==> src/rtl/res_credit_arb.sv <==
// res_credit_arb
// Shares one pipelined resource among NUM_IN AXI-stream requesters.
// Requests are arbitrated round-robin and held for a whole packet once
// granted. Each requester may have at most MAX_OUT packets outstanding
// in the resource. The granted requester ID is written into the ctl
// field on the way in. Results are steered back to their requester by
// that ID, and the ID field is cleared on the way out.
//
// Ports:
//   i_clk, i_rst                 clock, synchronous active-high reset
//   i_val/i_sop/i_eop/i_dat/i_ctl, o_rdy
//                                per-requester request streams
//   o_res_val/sop/eop/dat/ctl, i_res_rdy
//                                registered stream to the resource
//   i_ret_val/sop/eop/dat/ctl, o_ret_rdy
//                                return stream from the resource
//   o_val/o_sop/o_eop/o_dat/o_ctl, i_rdy
//                                per-requester result streams
//   o_cnt                        outstanding packet count per requester
//   o_idle                       nothing outstanding, nothing in flight
//   o_err                        sticky protocol error
module res_credit_arb #(
    parameter int NUM_IN      = 4,
    parameter int DAT_BITS    = 64,
    parameter int CTL_BITS    = 16,
    parameter int OVR_WRT_BIT = 0,
    parameter int MAX_OUT     = 8,
    localparam int IDW        = $clog2(NUM_IN),
    localparam int CW         = $clog2(MAX_OUT + 1)
) (
    input  logic                         i_clk,
    input  logic                         i_rst,
    input  logic [NUM_IN-1:0]            i_val,
    input  logic [NUM_IN-1:0]            i_sop,
    input  logic [NUM_IN-1:0]            i_eop,
    input  logic [NUM_IN*DAT_BITS-1:0]   i_dat,
    input  logic [NUM_IN*CTL_BITS-1:0]   i_ctl,
    output logic [NUM_IN-1:0]            o_rdy,
    output logic                         o_res_val,
    output logic                         o_res_sop,
    output logic                         o_res_eop,
    output logic [DAT_BITS-1:0]          o_res_dat,
    output logic [CTL_BITS-1:0]          o_res_ctl,
    input  logic                         i_res_rdy,
    input  logic                         i_ret_val,
    input  logic                         i_ret_sop,
    input  logic                         i_ret_eop,
    input  logic [DAT_BITS-1:0]          i_ret_dat,
    input  logic [CTL_BITS-1:0]          i_ret_ctl,
    output logic                         o_ret_rdy,
    output logic [NUM_IN-1:0]            o_val,
    output logic [NUM_IN-1:0]            o_sop,
    output logic [NUM_IN-1:0]            o_eop,
    output logic [NUM_IN*DAT_BITS-1:0]   o_dat,
    output logic [NUM_IN*CTL_BITS-1:0]   o_ctl,
    input  logic [NUM_IN-1:0]            i_rdy,
    output logic [NUM_IN*CW-1:0]         o_cnt,
    output logic                         o_idle,
    output logic                         o_err
);

    typedef enum logic {
        IDLE,
        LOCKED
    } state_t;

    localparam logic [CW-1:0] MAX_CNT = CW'(MAX_OUT);

    state_t                state;
    logic [IDW-1:0]        lock_id;
    logic [IDW-1:0]        rr;
    logic [CW-1:0]         cnt [NUM_IN];
    logic                  err;

    logic                  load;
    logic [NUM_IN-1:0]     eligible;
    logic                  win_vld;
    logic [IDW-1:0]        win_id;
    logic [IDW-1:0]        cand;
    logic                  grant_vld;
    logic [IDW-1:0]        grant_id;
    logic                  accept;
    logic                  issue;
    logic                  sel_val;
    logic                  sel_sop;
    logic                  sel_eop;
    logic [DAT_BITS-1:0]   sel_dat;
    logic [CTL_BITS-1:0]   sel_ctl;
    logic [CTL_BITS-1:0]   tag_ctl;

    logic [IDW-1:0]        ret_id;
    logic                  ret_bad;
    logic                  ret_eop_acc;
    logic [CTL_BITS-1:0]   clr_ctl;
    logic [NUM_IN-1:0]     cnt_inc;
    logic [NUM_IN-1:0]     cnt_dec;

    // The output register can take a new beat when it is empty or being
    // drained this cycle, which keeps one beat per cycle with ready held.
    assign load = !o_res_val || i_res_res_rdy_unused_guard();

    function automatic logic i_res_res_rdy_unused_guard();
        return i_res_rdy;
    endfunction

    // A requester may start a packet only while it still has credit left.
    always_comb begin
        for (int i = 0; i < NUM_IN; i++) begin
            eligible[i] = i_val[i] && i_sop[i] && (cnt[i] < MAX_CNT);
        end
    end

    // Round-robin search starting just after the last winner, wrapping,
    // so a credit-full requester is skipped rather than blocking others.
    always_comb begin
        win_vld = 1'b0;
        win_id  = '0;
        cand    = '0;
        for (int k = 1; k <= NUM_IN; k++) begin
            cand = IDW'((int'(rr) + k) % NUM_IN);
            if (!win_vld && eligible[cand]) begin
                win_vld = 1'b1;
                win_id  = cand;
            end
        end
    end

    // While locked the owner keeps the grant for every beat of its packet,
    // without a credit check, because its credit was taken at sop.
    always_comb begin
        if (state == LOCKED) begin
            grant_vld = 1'b1;
            grant_id  = lock_id;
        end else begin
            grant_vld = win_vld;
            grant_id  = win_id;
        end
    end

    // Pick the granted lane and overwrite its ID field with the grant.
    always_comb begin
        sel_dat = '0;
        sel_ctl = '0;
        for (int i = 0; i < NUM_IN; i++) begin
            if (grant_id == IDW'(i)) begin
                sel_dat = i_dat[i*DAT_BITS +: DAT_BITS];
                sel_ctl = i_ctl[i*CTL_BITS +: CTL_BITS];
            end
        end
        sel_val = i_val[grant_id];
        sel_sop = i_sop[grant_id];
        sel_eop = i_eop[grant_id];
        tag_ctl = sel_ctl;
        tag_ctl[OVR_WRT_BIT +: IDW] = grant_id;
    end

    // Ready is withheld during reset so that no requester believes a beat
    // was taken that the reset is about to discard.
    always_comb begin
        o_rdy = '0;
        if (grant_vld && load && !i_rst) begin
            o_rdy[grant_id] = 1'b1;
        end
    end

    assign accept = grant_vld && load && sel_val;
    assign issue  = accept && (state == IDLE);

    // Return path: steer by the ID tag. An ID outside the requester range
    // can only arise for non-power-of-two NUM_IN; such beats are swallowed.
    always_comb begin
        ret_id  = i_ret_ctl[OVR_WRT_BIT +: IDW];
        ret_bad = int'(ret_id) >= NUM_IN;
        clr_ctl = i_ret_ctl;
        clr_ctl[OVR_WRT_BIT +: IDW] = '0;
        o_ret_rdy = ret_bad ? 1'b1 : i_rdy[ret_id];
        o_val = '0;
        if (i_ret_val && !ret_bad) begin
            o_val[ret_id] = 1'b1;
        end
        o_sop = {NUM_IN{i_ret_sop}};
        o_eop = {NUM_IN{i_ret_eop}};
        o_dat = {NUM_IN{i_ret_dat}};
        o_ctl = {NUM_IN{clr_ctl}};
        ret_eop_acc = i_ret_val && !ret_bad && i_rdy[ret_id] && i_ret_eop;
    end

    // Per-requester credit events: a packet start takes a credit, a
    // returned eop gives one back.
    always_comb begin
        for (int i = 0; i < NUM_IN; i++) begin
            cnt_inc[i] = issue && (grant_id == IDW'(i));
            cnt_dec[i] = ret_eop_acc && (ret_id == IDW'(i));
        end
    end

    // Status outputs.
    always_comb begin
        o_idle = (state == IDLE) && !o_res_val;
        for (int i = 0; i < NUM_IN; i++) begin
            o_cnt[i*CW +: CW] = cnt[i];
            if (cnt[i] != '0) begin
                o_idle = 1'b0;
            end
        end
    end

    assign o_err = err;

    // Arbitration FSM, output register, credit counters and error flag.
    // A simultaneous take and give on the same requester cancel out. A
    // give with no credit outstanding saturates at zero and flags an error.
    always_ff @(posedge i_clk) begin
        if (i_rst) begin
            state     <= IDLE;
            lock_id   <= '0;
            rr        <= IDW'(NUM_IN - 1);
            err       <= 1'b0;
            o_res_val <= 1'b0;
            o_res_sop <= 1'b0;
            o_res_eop <= 1'b0;
            o_res_dat <= '0;
            o_res_ctl <= '0;
            for (int i = 0; i < NUM_IN; i++) begin
                cnt[i] <= '0;
            end
        end else begin
            if (load) begin
                o_res_val <= accept;
                if (accept) begin
                    o_res_sop <= sel_sop;
                    o_res_eop <= sel_eop;
                    o_res_dat <= sel_dat;
                    o_res_ctl <= tag_ctl;
                end
            end

            case (state)
                IDLE: begin
                    if (accept) begin
                        rr <= grant_id;
                        if (!sel_eop) begin
                            state   <= LOCKED;
                            lock_id <= grant_id;
                        end
                    end
                end
                LOCKED: begin
                    if (accept && sel_eop) begin
                        state <= IDLE;
                    end
                end
                default: state <= IDLE;
            endcase

            for (int i = 0; i < NUM_IN; i++) begin
                if (cnt_inc[i] && !cnt_dec[i]) begin
                    cnt[i] <= cnt[i] + CW'(1);
                end else if (cnt_dec[i] && !cnt_inc[i] && (cnt[i] != '0)) begin
                    cnt[i] <= cnt[i] - CW'(1);
                end
            end

            if ((ret_eop_acc && (cnt[ret_id] == '0)) || (i_ret_val && ret_bad)) begin
                err <= 1'b1;
            end
        end
    end

endmodule

==> config.mk <==
export PLATFORM = sky130hd
export DESIGN_NAME = res_credit_arb
export DESIGN_NICKNAME = d
export VERILOG_FILES = /design/src/rtl/res_credit_arb.sv
export SDC_FILE = /design/constraint.sdc
export NUM_CORES = 1
export LEC_CHECK = 0
export ABC_AREA = 0
export CAP_MARGIN = 40
export CORE_AREA = 3 3 332 334
export CTS_CLUSTER_DIAMETER = 80
export DETAILED_ROUTE_END_ITERATION = 10
export DIE_AREA = 0 0 335 337
export SLEW_MARGIN = 15
export SYNTH_ARGS = -nofsm -noshare
export SYNTH_HDL_FRONTEND = slang
export SYNTH_SLANG_ARGS = --single-unit
==> constraint.sdc <==
create_clock -name i_clk -period 7.65 [get_ports i_clk]
set_input_delay 1.1475 -clock i_clk [delete_from_list [all_inputs] [get_ports i_clk]]
set_output_delay 1.1475 -clock i_clk [all_outputs]
set_load 0.03 [all_outputs]
==> flow_summary.json <==
{
  "status": "finished clean",
  "critPathLaunchType": "input port",
  "initial_core_util": 0.0981,
  "pre_cts_ws_ps": 2360,
  "die-area_um2": 113000,
  "clockBufferDepth": 2,
  "nNetsFinal": 1624,
  "synth_compound_area_frac": 0.143,
  "syn_area_um2": 10500,
  "ys_warn_count": 0,
  "maxSlewHeadroom": 0.454,
  "synth-xor-area-share": 0.00499,
  "cp.arrival_ps": 4010,
  "avgSynthCellArea_um2": 9.51,
  "synth-seq-cells": 105,
  "hold_violations": 0,
  "area_delta_synth_final_pct": 36.1,
  "io_pins": 860,
  "grt_overflow": 0,
  "track_usage": 0.0787,
  "core-area_um2": 107000,
  "avgRoutedWirePerCell_um": 18.0,
  "vdd_drop_max_mv": 0.246,
  "placed_cells": 2580,
  "p_leak_nw": 4.65,
  "maxSlewViolCount": 0,
  "async_flop_share": 0,
  "endpoint_kind": "output port",
  "h-tree-depth": 3,
  "hp-class": "reg -> reg",
  "drive_gt1_frac": 0.176,
  "synth_cell_type_count": 79,
  "mostFrequentLayoutCells": "448 x clkdlybuf4s50_1, 167 x mux2i_1, 96 x nand2_1",
  "grt_max_degree": 85,
  "drc": 0,
  "max_cap_violations": 0,
  "grt_pass1_wl_um": 62000,
  "fin_setup_tns_ps": 0,
  "cts_sinks": 105,
  "final_common_cell": "clkdlybuf4s50_1",
  "io_buffers": 448,
  "power.density_nw_per_um2": 335,
  "cp_data_required_time_ps": 6500,
  "period_share": 0.675,
  "place_hpwl_um": 38600,
  "numCtsBuffers": 9,
  "synth_enable_flop_cells": 16,
  "post-cts-setup-buffers": 0,
  "cts_tree": "yes",
  "via_per_inst": 3.09,
  "finClkSkew_ps": 14.1,
  "cts_hold_buf": 0,
  "crit_fanout": 5,
  "clock.fmax_ghz": 0.194,
  "synth_simple_gate_area_share": 0.0847,
  "synth-seq-area-share": 0.215,
  "setup-violations-final": 0,
  "criticalPathCategory": "in -> out",
  "nFillCells": 12300,
  "ys.flop_type": "dfxtp_1",
  "clk_pin_slew_worst_paths_ps": 90,
  "worstMarginPinSlew_ps": 816,
  "drt_iter0_markers": 204,
  "antenna_found_initial": 9,
  "vias": 8029,
  "syn_inst": 1106,
  "die_x_um": 335,
  "die_y_um": 337,
  "ant_nets": 0,
  "rsz0062_at_grt": "no",
  "first_global_vias": 8261,
  "synthMuxAreaShare": 0.248,
  "dr.pass1.iters": 4,
  "cts-resized-gates": 0,
  "synthAdderAreaFrac": 0.0152,
  "fin_crit_ps": 5160,
  "fin_util": 0.134,
  "gp_congestion": 0.771,
  "layoutNonFillerInstCount": 2602,
  "synth_top_family_by_area": "buffers and inverters",
  "insertion_delay_ps": 400,
  "cts_root_buf": "clkbuf_16",
  "routed_wl_um": 46800,
  "rows": 120,
  "fin_ws_ps": 2490
}
-- kinds of logic (layout without fill, tap and decap cells) --
family,count (synthesis),in the layout
mux,248,248
compound gates,142,142
other cells,1,11
fa+ha+maj,11,11
simple gates,182,182
buf+inv,411,494
flops,105,105
xor+xnor,6,6
-- through the flow --
step / total power [W] / hold WS, ps / area [um2]
global route: 0.00513 / 497 / 14300
detailed placement: 0.00432 / 468 / 14000
global placement: 0.00431 / 455 / 13900
floorplan: 0.00351 / 489 / 10500
finish: 0.00480 / 482 / 14300
CTS: 0.00490 / 485 / 14300
-- final cells by class --
class	count	area, um2	area share
multi-input combinational	597	5270	0.368
timing repair buffer	462	4670	0.326
sequential	105	2260	0.158
tap	1403	1760	0.123
clock buffer	9	225	0.0157
clock inverter	7	72.6	0.00507
inverter	16	62.6	0.00437
antenna	3	7.51	0.000524
-- flip-flops by register name, indices dropped and copies added (netlist names), named ones only --
| register | cells |
|---|---|
| lock_id | 2 |
| o_err | 1 |
| cnt | 16 |
| o_res_ctl | 16 |
| rr | 2 |
| o_res_val | 1 |
| o_res_eop | 1 |
| o_res_dat | 64 |
| o_res_sop | 1 |
-- synth_stat cells, drive strengths merged, types with 5 or more instances --
master,number,area [um2]
buf,368,2850
mux2i,167,1670
nand2,96,360
dfxtp,89,1780
o22ai,83,1010
mux2,79,890
clkbuf,27,129
nor2,18,67.6
a21oi,16,83.8
edfxtp,16,480
inv,15,56.3
nor3,13,65.1
ha,8,100
nand3,8,45.0
and2,6,37.5
o211ai,6,55.1
a31oi,5,46.3
xor2,5,43.8
-- final timing paths --
kind / from / to / slack [ps] / cells after the start
min reg2reg: o_res_sop / o_res_sop / 480 / 2
max reg2reg: cnt[1][3] / cnt[2][3] / 3590 / 15
min: o_res_sop / o_res_sop / 480 / 2
max: i_val[2] / o_rdy[3] / 2490 / 9
-- routing by layer --
layer  GRT usage  part of all wire
met2       0.128              0.46
met1      0.0749              0.34
met4      0.0363             0.042
met5     0.00128           0.00068
met3      0.0578              0.16
-- power breakdown --
part	internal, W	switching [W]	leakage (nW)	total [W]
combinational	0.00145	0.00186	3.61	0.00331
clock	0.000232	0.000295	0.143	0.000527
sequential	0.000795	0.000167	0.896	0.000962
total	0.00247	0.00232	4.65	0.00480
-- critical path: stages --
cell and delay (ps):
clkdlybuf4s50_1 640, nand3b_1 240, nand2_1 230, o41ai_1 130, buf_1 180, nor2_1 250, nand2_1 170, nor2_1 210
clkdlybuf4s50_1 810
Power figures use the tool's default switching activity.
